`src/rtl/nand_tree_pkg.sv`:
```
// Shared constants and elaboration-time helpers for the pipelined NAND/AND reduction tree.
// Every tree level reduces consecutive groups of FANIN bits.
package nand_tree_pkg;

  localparam int FANIN = 4;

  // Number of tree levels needed for n inputs, never below one.
  function automatic int clog4(input int n);
    int levels;
    int span;
    levels = 1;
    span   = FANIN;
    while (span < n) begin
      span   = span * FANIN;
      levels = levels + 1;
    end
    return levels;
  endfunction

  // Lane width after padding, which is always a whole power of FANIN.
  function automatic int padded_width(input int w);
    int p;
    p = 1;
    for (int i = 0; i < clog4(w); i++) begin
      p = p * FANIN;
    end
    return p;
  endfunction

endpackage

```
`src/rtl/and4_stage.sv`:
```
// One registered tree level: ANDs each group of four bits per lane and optionally
// inverts the result. Holds all state while i_en is low.
module and4_stage
  import nand_tree_pkg::*;
#(
  parameter int IN_BITS  = 16,
  parameter int LANES    = 2,
  parameter bit RST_ONES = 1'b1
) (
  input  logic                              i_clk,
  input  logic                              i_rst,
  input  logic                              i_en,
  input  logic                              i_valid,
  input  logic                              i_mode,
  input  logic                              i_inv,
  input  logic [LANES*IN_BITS-1:0]          i_data,
  output logic                              o_valid,
  output logic                              o_mode,
  output logic [LANES*(IN_BITS/FANIN)-1:0]  o_data
);

  localparam int OUT_BITS = IN_BITS / FANIN;

  logic [LANES*OUT_BITS-1:0] w_next;
  logic [LANES*OUT_BITS-1:0] r_data;
  logic                      r_valid;
  logic                      r_mode;

  // NOTE: assign a default before the loops so no path leaves w_next unassigned (no latch).
  always_comb begin
    w_next = '0;
    for (int k = 0; k < LANES; k++) begin
      for (int g = 0; g < OUT_BITS; g++) begin
        w_next[k*OUT_BITS + g] = (&i_data[k*IN_BITS + g*FANIN +: FANIN]) ^ i_inv;
      end
    end
  end

  // NOTE: sequential state uses non-blocking assignments so every level samples the
  // previous level's pre-edge value, which keeps the ranks a true shift pipeline.
  always_ff @(posedge i_clk) begin
    if (i_rst) begin
      r_valid <= 1'b0;
      r_mode  <= 1'b0;
      r_data  <= {(LANES*OUT_BITS){RST_ONES}};
    end else if (i_en) begin
      r_valid <= i_valid;
      r_mode  <= i_mode;
      r_data  <= w_next;
    end
  end

  assign o_valid = r_valid;
  assign o_mode  = r_mode;
  assign o_data  = r_data;

endmodule

```
`src/rtl/nand_tree_pipe.sv`:
```
// Pipelined, multi-lane wide NAND/AND reduction behind a valid/ready handshake.
// One register rank per 4:1 tree level; the whole pipe freezes on output backpressure.
module nand_tree_pipe
  import nand_tree_pkg::*;
#(
  parameter int WIDTH = 16,
  parameter int LANES = 2
) (
  input  logic                   CLK,
  input  logic                   RST,
  input  logic                   IN_VALID,
  output logic                   IN_READY,
  input  logic [LANES*WIDTH-1:0] IN_DATA,
  input  logic                   IN_MODE,
  output logic                   OUT_VALID,
  input  logic                   OUT_READY,
  output logic [LANES-1:0]       QN,
  output logic                   OUT_MODE
);

  localparam int STAGES = clog4(WIDTH);
  localparam int PAD_W  = padded_width(WIDTH);

  logic                   w_stall;
  logic                   w_en;
  logic [LANES*PAD_W-1:0] w_pad;

  // Global stall: a held result freezes every rank, so bubbles are never squeezed out.
  assign w_stall  = OUT_VALID & ~OUT_READY;
  assign w_en     = ~w_stall;
  assign IN_READY = ~w_stall;

  // Pad each lane with ones in the MSBs; ones are the AND identity.
  always_comb begin
    w_pad = '1;
    for (int k = 0; k < LANES; k++) begin
      w_pad[k*PAD_W +: WIDTH] = IN_DATA[k*WIDTH +: WIDTH];
    end
  end

  for (genvar s = 0; s < STAGES; s++) begin : g_lvl
    localparam int IB = PAD_W >> (2*s);
    localparam int OB = IB / FANIN;

    logic [LANES*IB-1:0] w_in;
    logic                w_vin;
    logic                w_min;
    logic                w_inv;
    logic [LANES*OB-1:0] w_q;
    logic                w_vq;
    logic                w_mq;

    if (s == 0) begin : g_first
      assign w_in  = w_pad;
      assign w_vin = IN_VALID;
      assign w_min = IN_MODE;
    end else begin : g_next
      assign w_in  = g_lvl[s-1].w_q;
      assign w_vin = g_lvl[s-1].w_vq;
      assign w_min = g_lvl[s-1].w_mq;
    end

    // Only the last level applies the carried mode; its rank is QN and resets to zero.
    assign w_inv = (s == STAGES-1) ? w_min : 1'b0;

    and4_stage #(
      .IN_BITS  (IB),
      .LANES    (LANES),
      .RST_ONES (s != STAGES-1)
    ) u_stage (
      .i_clk   (CLK),
      .i_rst   (RST),
      .i_en    (w_en),
      .i_valid (w_vin),
      .i_mode  (w_min),
      .i_inv   (w_inv),
      .i_data  (w_in),
      .o_valid (w_vq),
      .o_mode  (w_mq),
      .o_data  (w_q)
    );
  end

  assign OUT_VALID = g_lvl[STAGES-1].w_vq;
  assign OUT_MODE  = g_lvl[STAGES-1].w_mq;
  assign QN        = g_lvl[STAGES-1].w_q;

endmodule
```
`config.mk`:
```
export PLATFORM = sky130hd
export DESIGN_NAME = nand_tree_pipe
export DESIGN_NICKNAME = d
export VERILOG_FILES = /design/src/rtl/nand_tree_pkg.sv /design/src/rtl/and4_stage.sv /design/src/rtl/nand_tree_pipe.sv
export SDC_FILE = /design/constraint.sdc
export NUM_CORES = 1
export LEC_CHECK = 0
export BUFFER_PORTS_ARGS = -buffer_cell sky130_fd_sc_hd__clkbuf_2
export CAP_MARGIN = 20
export CORE_MARGIN = 2
export CORE_UTILIZATION = 37
export DETAILED_ROUTE_END_ITERATION = 8
export PLACE_DENSITY = 0.75
export SLEW_MARGIN = 20
export SYNTH_ARGS = -nofsm -noshare
export SYNTH_HDL_FRONTEND = slang
export SYNTH_SLANG_ARGS = --single-unit
```
`constraint.sdc`:
```
create_clock -name CLK -period 1.2 [get_ports CLK]
set_clock_uncertainty 0.15 [all_clocks]
set_input_delay 0.12 -clock CLK [delete_from_list [all_inputs] [get_ports CLK]]
set_output_delay 0.12 -clock CLK [all_outputs]
set_load 0.01 [all_outputs]
```
* Word level (Yosys, flattened, before mapping) *
Cells that the tools add are included.

word-level totals
  flip-flop bits (word level) = 14
  output and inout bits = 5

operators by class
  bitwise gates (word level) = 5
  reductions and logical operators = 10

operators with widths
  operator             number
  4-bit AND reduction  10
  1-bit inverter       2
  1-bit XOR            2
  1-bit bitwise AND    1

* Depth between registers and ports, before layout *
  depth after elaboration = 3
  mapped depth = 4
  depth with buffers taken out = 4

* Cells and area by module *
From an unflattened synthesis, not the netlist that was laid out.

unflattened totals
  cell total of the unflattened synthesis = 69
  area, all modules = 616.8 um^2

modules (own cells, without submodules)
  module                          instances  cells each  area each (um^2)  seq. area each (um^2)
  and4_stage at g_lvl[0].u_stage  1          50          441.7             200.2
  and4_stage at g_lvl[1].u_stage  1          17          165.2             80.1
  nand_tree_pipe                  1          2           10.0              0.0

* Worst setup path before layout *
No wires, ideal clock.

  path type = reg2reg
  start point = register g_lvl[1].u_stage.r_valid
  end point = register g_lvl[0].u_stage.r_data[4]
  setup time = 0.120 ns
  data arrival time = 0.950 ns
  required time = 0.930 ns
  slack = -0.020 ns
  cell stages (with the launch flop) = 5
  clock period less this slack = 1.220 ns
  cell sequence = dfxtp_1 > nor2b_4 > buf_6 > nor2_1 > a211o_1

between the ends
  longest elaborated chain between the ends = 1

RTL lines
  what                      RTL line              RTL
  start: declaration        and4_stage.sv:26      logic r_valid;
  start signal: assignment  and4_stage.sv:47      r_valid <= i_valid;
  1-bit bitwise AND         nand_tree_pipe.sv:29  assign w_stall = OUT_VALID & ~OUT_READY;
  end signal: assignment    and4_stage.sv:45      r_data <= {(LANES*OUT_BITS){RST_ONES}};
  end signal: assignment    and4_stage.sv:49      r_data <= w_next;
  end: declaration          and4_stage.sv:25      logic [LANES*OUT_BITS-1:0] r_data;

Every way passes these cells.
A chain may end at the register's enable or synchronous reset.

* Worst setup path in the final report *
  start point = register g_lvl[1].u_stage.r_valid
  end point = output port IN_READY

between the ends
  longest elaborated chain between the ends = 2

RTL lines
  what               RTL line              RTL
  1-bit bitwise AND  nand_tree_pipe.sv:29
  1-bit inverter     nand_tree_pipe.sv:31  assign IN_READY = ~w_stall;
  end: declaration   nand_tree_pipe.sv:12  output logic IN_READY,

Every way passes these cells.

==> impl_metrics.yaml <==
sta:
  final_hold_viol_count: 0
  period_share_pct: 109
  worst_slack_ps: -103
  max_freq_mhz: 768
  rsz0062_at_grt: "true"
  max_slew.worst_pin.slew_ps: 322
  report.final.slew_viol_count: 0
  tns_ps: -757
  maxSlewHeadroom_pct: 78.5
  fin_crit_ps: 1300
  setup_viol: 14
synth:
  synth-xor-area-share_pct: 3.10
  synth_seq_cells: 14
  synth.net_count: 99
  ys_warn_count: 0
  synth_cells: 62
  synth-simple-area-share_pct: 25.4
  synthMuxAreaShare_pct: 0
  postSynthAreaPerCell_um2: 9.12
  synth_top_family_by_area: "simple AND/OR/NAND/NOR gates"
  ys_seq_area_share_pct: 49.6
  synth-compound-area-share_pct: 17.7
  yosys.cell_types.count: 13
  synth_fa_ha_area_share_pct: 0
  syn_area_um2: 566
die:
  start_util_pct: 38.4
  io_pins: 42
  core.rowCount: 14
  core_area_um2: 1470
  fp.dieH_um: 43.1
  dieArea_um2: 1860
  die_width_um: 43.1
placement:
  gp_congestion: 0.680
  dp_cells: 117
  dp_hpwl_um: 955
  io_buffers: 41
route:
  drt_pre_antenna_iters: 4
  drc: 0
  vias_per_cell: 5.12
  drt-initial-drc-count: 13
  drt-total-wl_mm: 1.62
  final_antenna_net_count: 0
  avgRoutedWirePerCell_um: 12.5
  dr_total_vias: 661
final_layout:
  nets: 151
  layout_commonest_cell: "clkbuf_2"
  final_cell_mix: "clkbuf_2, dfxtp_1, nor2_1, nand4_1, a211o_1"
  final_cells: 129
  antenna_cells: 0
  area_growth_syn_to_layout_pct: 70.8
  layout-drive-gt1-share_pct: 54.9
cts:
  clock_latency_ps: 280
  cts_made_buffers: 3
  h-tree-depth: 1
  cts.reportedPaths.clkPinSlew_ps: 90
  cts_tree: "built"
  clock-sinks: 14
  clockRootBuffer: "clkbuf_4"
  clk_path_buf_depth: 2
critical_path:
  cp.arrival_ps: 1030
  critPathLaunchType: "register"
  rrSetupSlack_ps: -100
  reg2reg_from: "g_lvl[1].u_stage.o_valid"
  crit_fanout: 4
  endpoint_kind: "output pin"
  critical-path-max-stage-delay_ps: 330
  worst-path-buf-inv: 3
  crit_family: "flip-flops"
  cp_slowest_cell: "dfxtp_2"
  cp.required_ps: 930
  path_class: "register to output pin"
  path_cells: "nor2b_4 -> buf_12 -> inv_8 -> buf_6"
  reg2regPathDepth: 5
  reg2reg_to: "g_lvl[0].u_stage.o_data[1]"
global_routing:
  track_usage_pct: 17.4
  antenna_found_initial: 0
  grt_start_max_net_pins: 15
  grt_first_pass_wirelength_mm: 2.37
  grt_pass1_vias: 599
  overflow: 0
pwr:
  worst_ir_drop_vdd_v: 0.000820
  power_density_nw_per_um2: 1080
  leakage_uw: 0.000496
job:
  drv_cap: 0
min_path:
  hold_end: "g_lvl[0].u_stage.o_data[4]"
  hp-start: "IN_DATA[17]"
  min_path_cells: 4
  min_path_type: "input pin to register"
run_status:
  status: "finished with violations"
  violations: "negative setup slack"
routing by layer:
layer	GRT usage, %	vias to the layer above	part of all wire, %
li1	-	329	-
met5	0	-	0
met4	9.09	0	1.4
met3	2.55	4	7.2
met1	19.1	294	39
met2	31.6	34	52
report_power, final:
part           switching [µW]  total [µW]  internal [µW]
clock                     161         346            184
combinational            73.4         180            106
sequential               22.0         520            498
per-stage QoR:
step                instance area (µm²)  hold WS, ps  worst slack [ps]  power, µW  util (%)
finish                              966         35.7              -103       1050      65.6
global route                        966         66.7              -122       1080      65.6
CTS                                 917         42.5              -102       1020      62.3
detailed placement                  792          208             -5.45        666      53.8
global placement                    792          203              33.2        659      53.8
floorplan                           567         64.4              20.7        584         -
kinds of logic (layout without fill, tap and decap cells):
kind of cell              count (synthesis)  after routing
and+or+nand+nor                          29             29
DFF                                      14             14
xor gates and xnor gates                  2              2
buffers and inverters                     4             55
AOI/OAI and AO/OA                        13             13
registers in the layout, indices dropped and copies added (netlist names):
register,flops
g_lvl.u_stage.o_data,10
g_lvl.u_stage.o_mode,2
g_lvl.u_stage.o_valid,2
how the worst max path moves through the flow:
| stage | start | endpoint | cells after the start |
|---|---|---|---|
| after floorplan | g_lvl[1].u_stage.o_valid | g_lvl[0].u_stage.o_data[4] | 4 |
| after global placement | g_lvl[1].u_stage.o_valid | g_lvl[0].u_stage.o_data[2] | 4 |
| after detailed placement | g_lvl[1].u_stage.o_valid | g_lvl[0].u_stage.o_data[0] | 4 |
| after CTS | g_lvl[1].u_stage.o_valid | IN_READY | 4 |
| after global routing | g_lvl[1].u_stage.o_valid | g_lvl[0].u_stage.o_data[3] | 5 |
| final | g_lvl[1].u_stage.o_valid | IN_READY | 4 |
cells in the mapped netlist:
cell type   n  area share [%]
a211o_1     8              12
a211oi_1    2             2.7
a21oi_1     3             2.7
buf_2       1            0.88
buf_6       1             2.0
clkbuf_1    1            0.66
dfxtp_1    14              50
inv_2       1            0.66
nand2_1     6             4.0
nand4_1    10              11
nor2_1     12             8.0
nor2b_4     1             2.4
xor2_1      2             3.1
what timing repair did:
action	CTS	global route
hold endpoints to repair	2	0
buffers inserted	4	1
cloned	1	1
endpoints found under the setup margin	4	14
pin swaps	2	6
gates resized for setup	5	12
hold buffers	2	0
tightest hold or removal path, delay by kind of cell:
kind | cells | cell delay, ps
AOI/OAI and AO/OA | 1 | 90
buffers and inverters | 1 | 80
and+or+nand+nor | 2 | 150
area by class of cell:
| class | count | area [µm²] |
|---|---|---|
| clock buffers | 4 | 36.3 |
| fillers | 124 | 505 |
| inverters | 1 | 11.3 |
| multi-input cells | 44 | 292 |
| flip-flops and latches | 14 | 282 |
| well taps | 16 | 20.0 |
| repair buffers | 50 | 325 |
No activity file was read; power rests on OpenSTA's default activity.
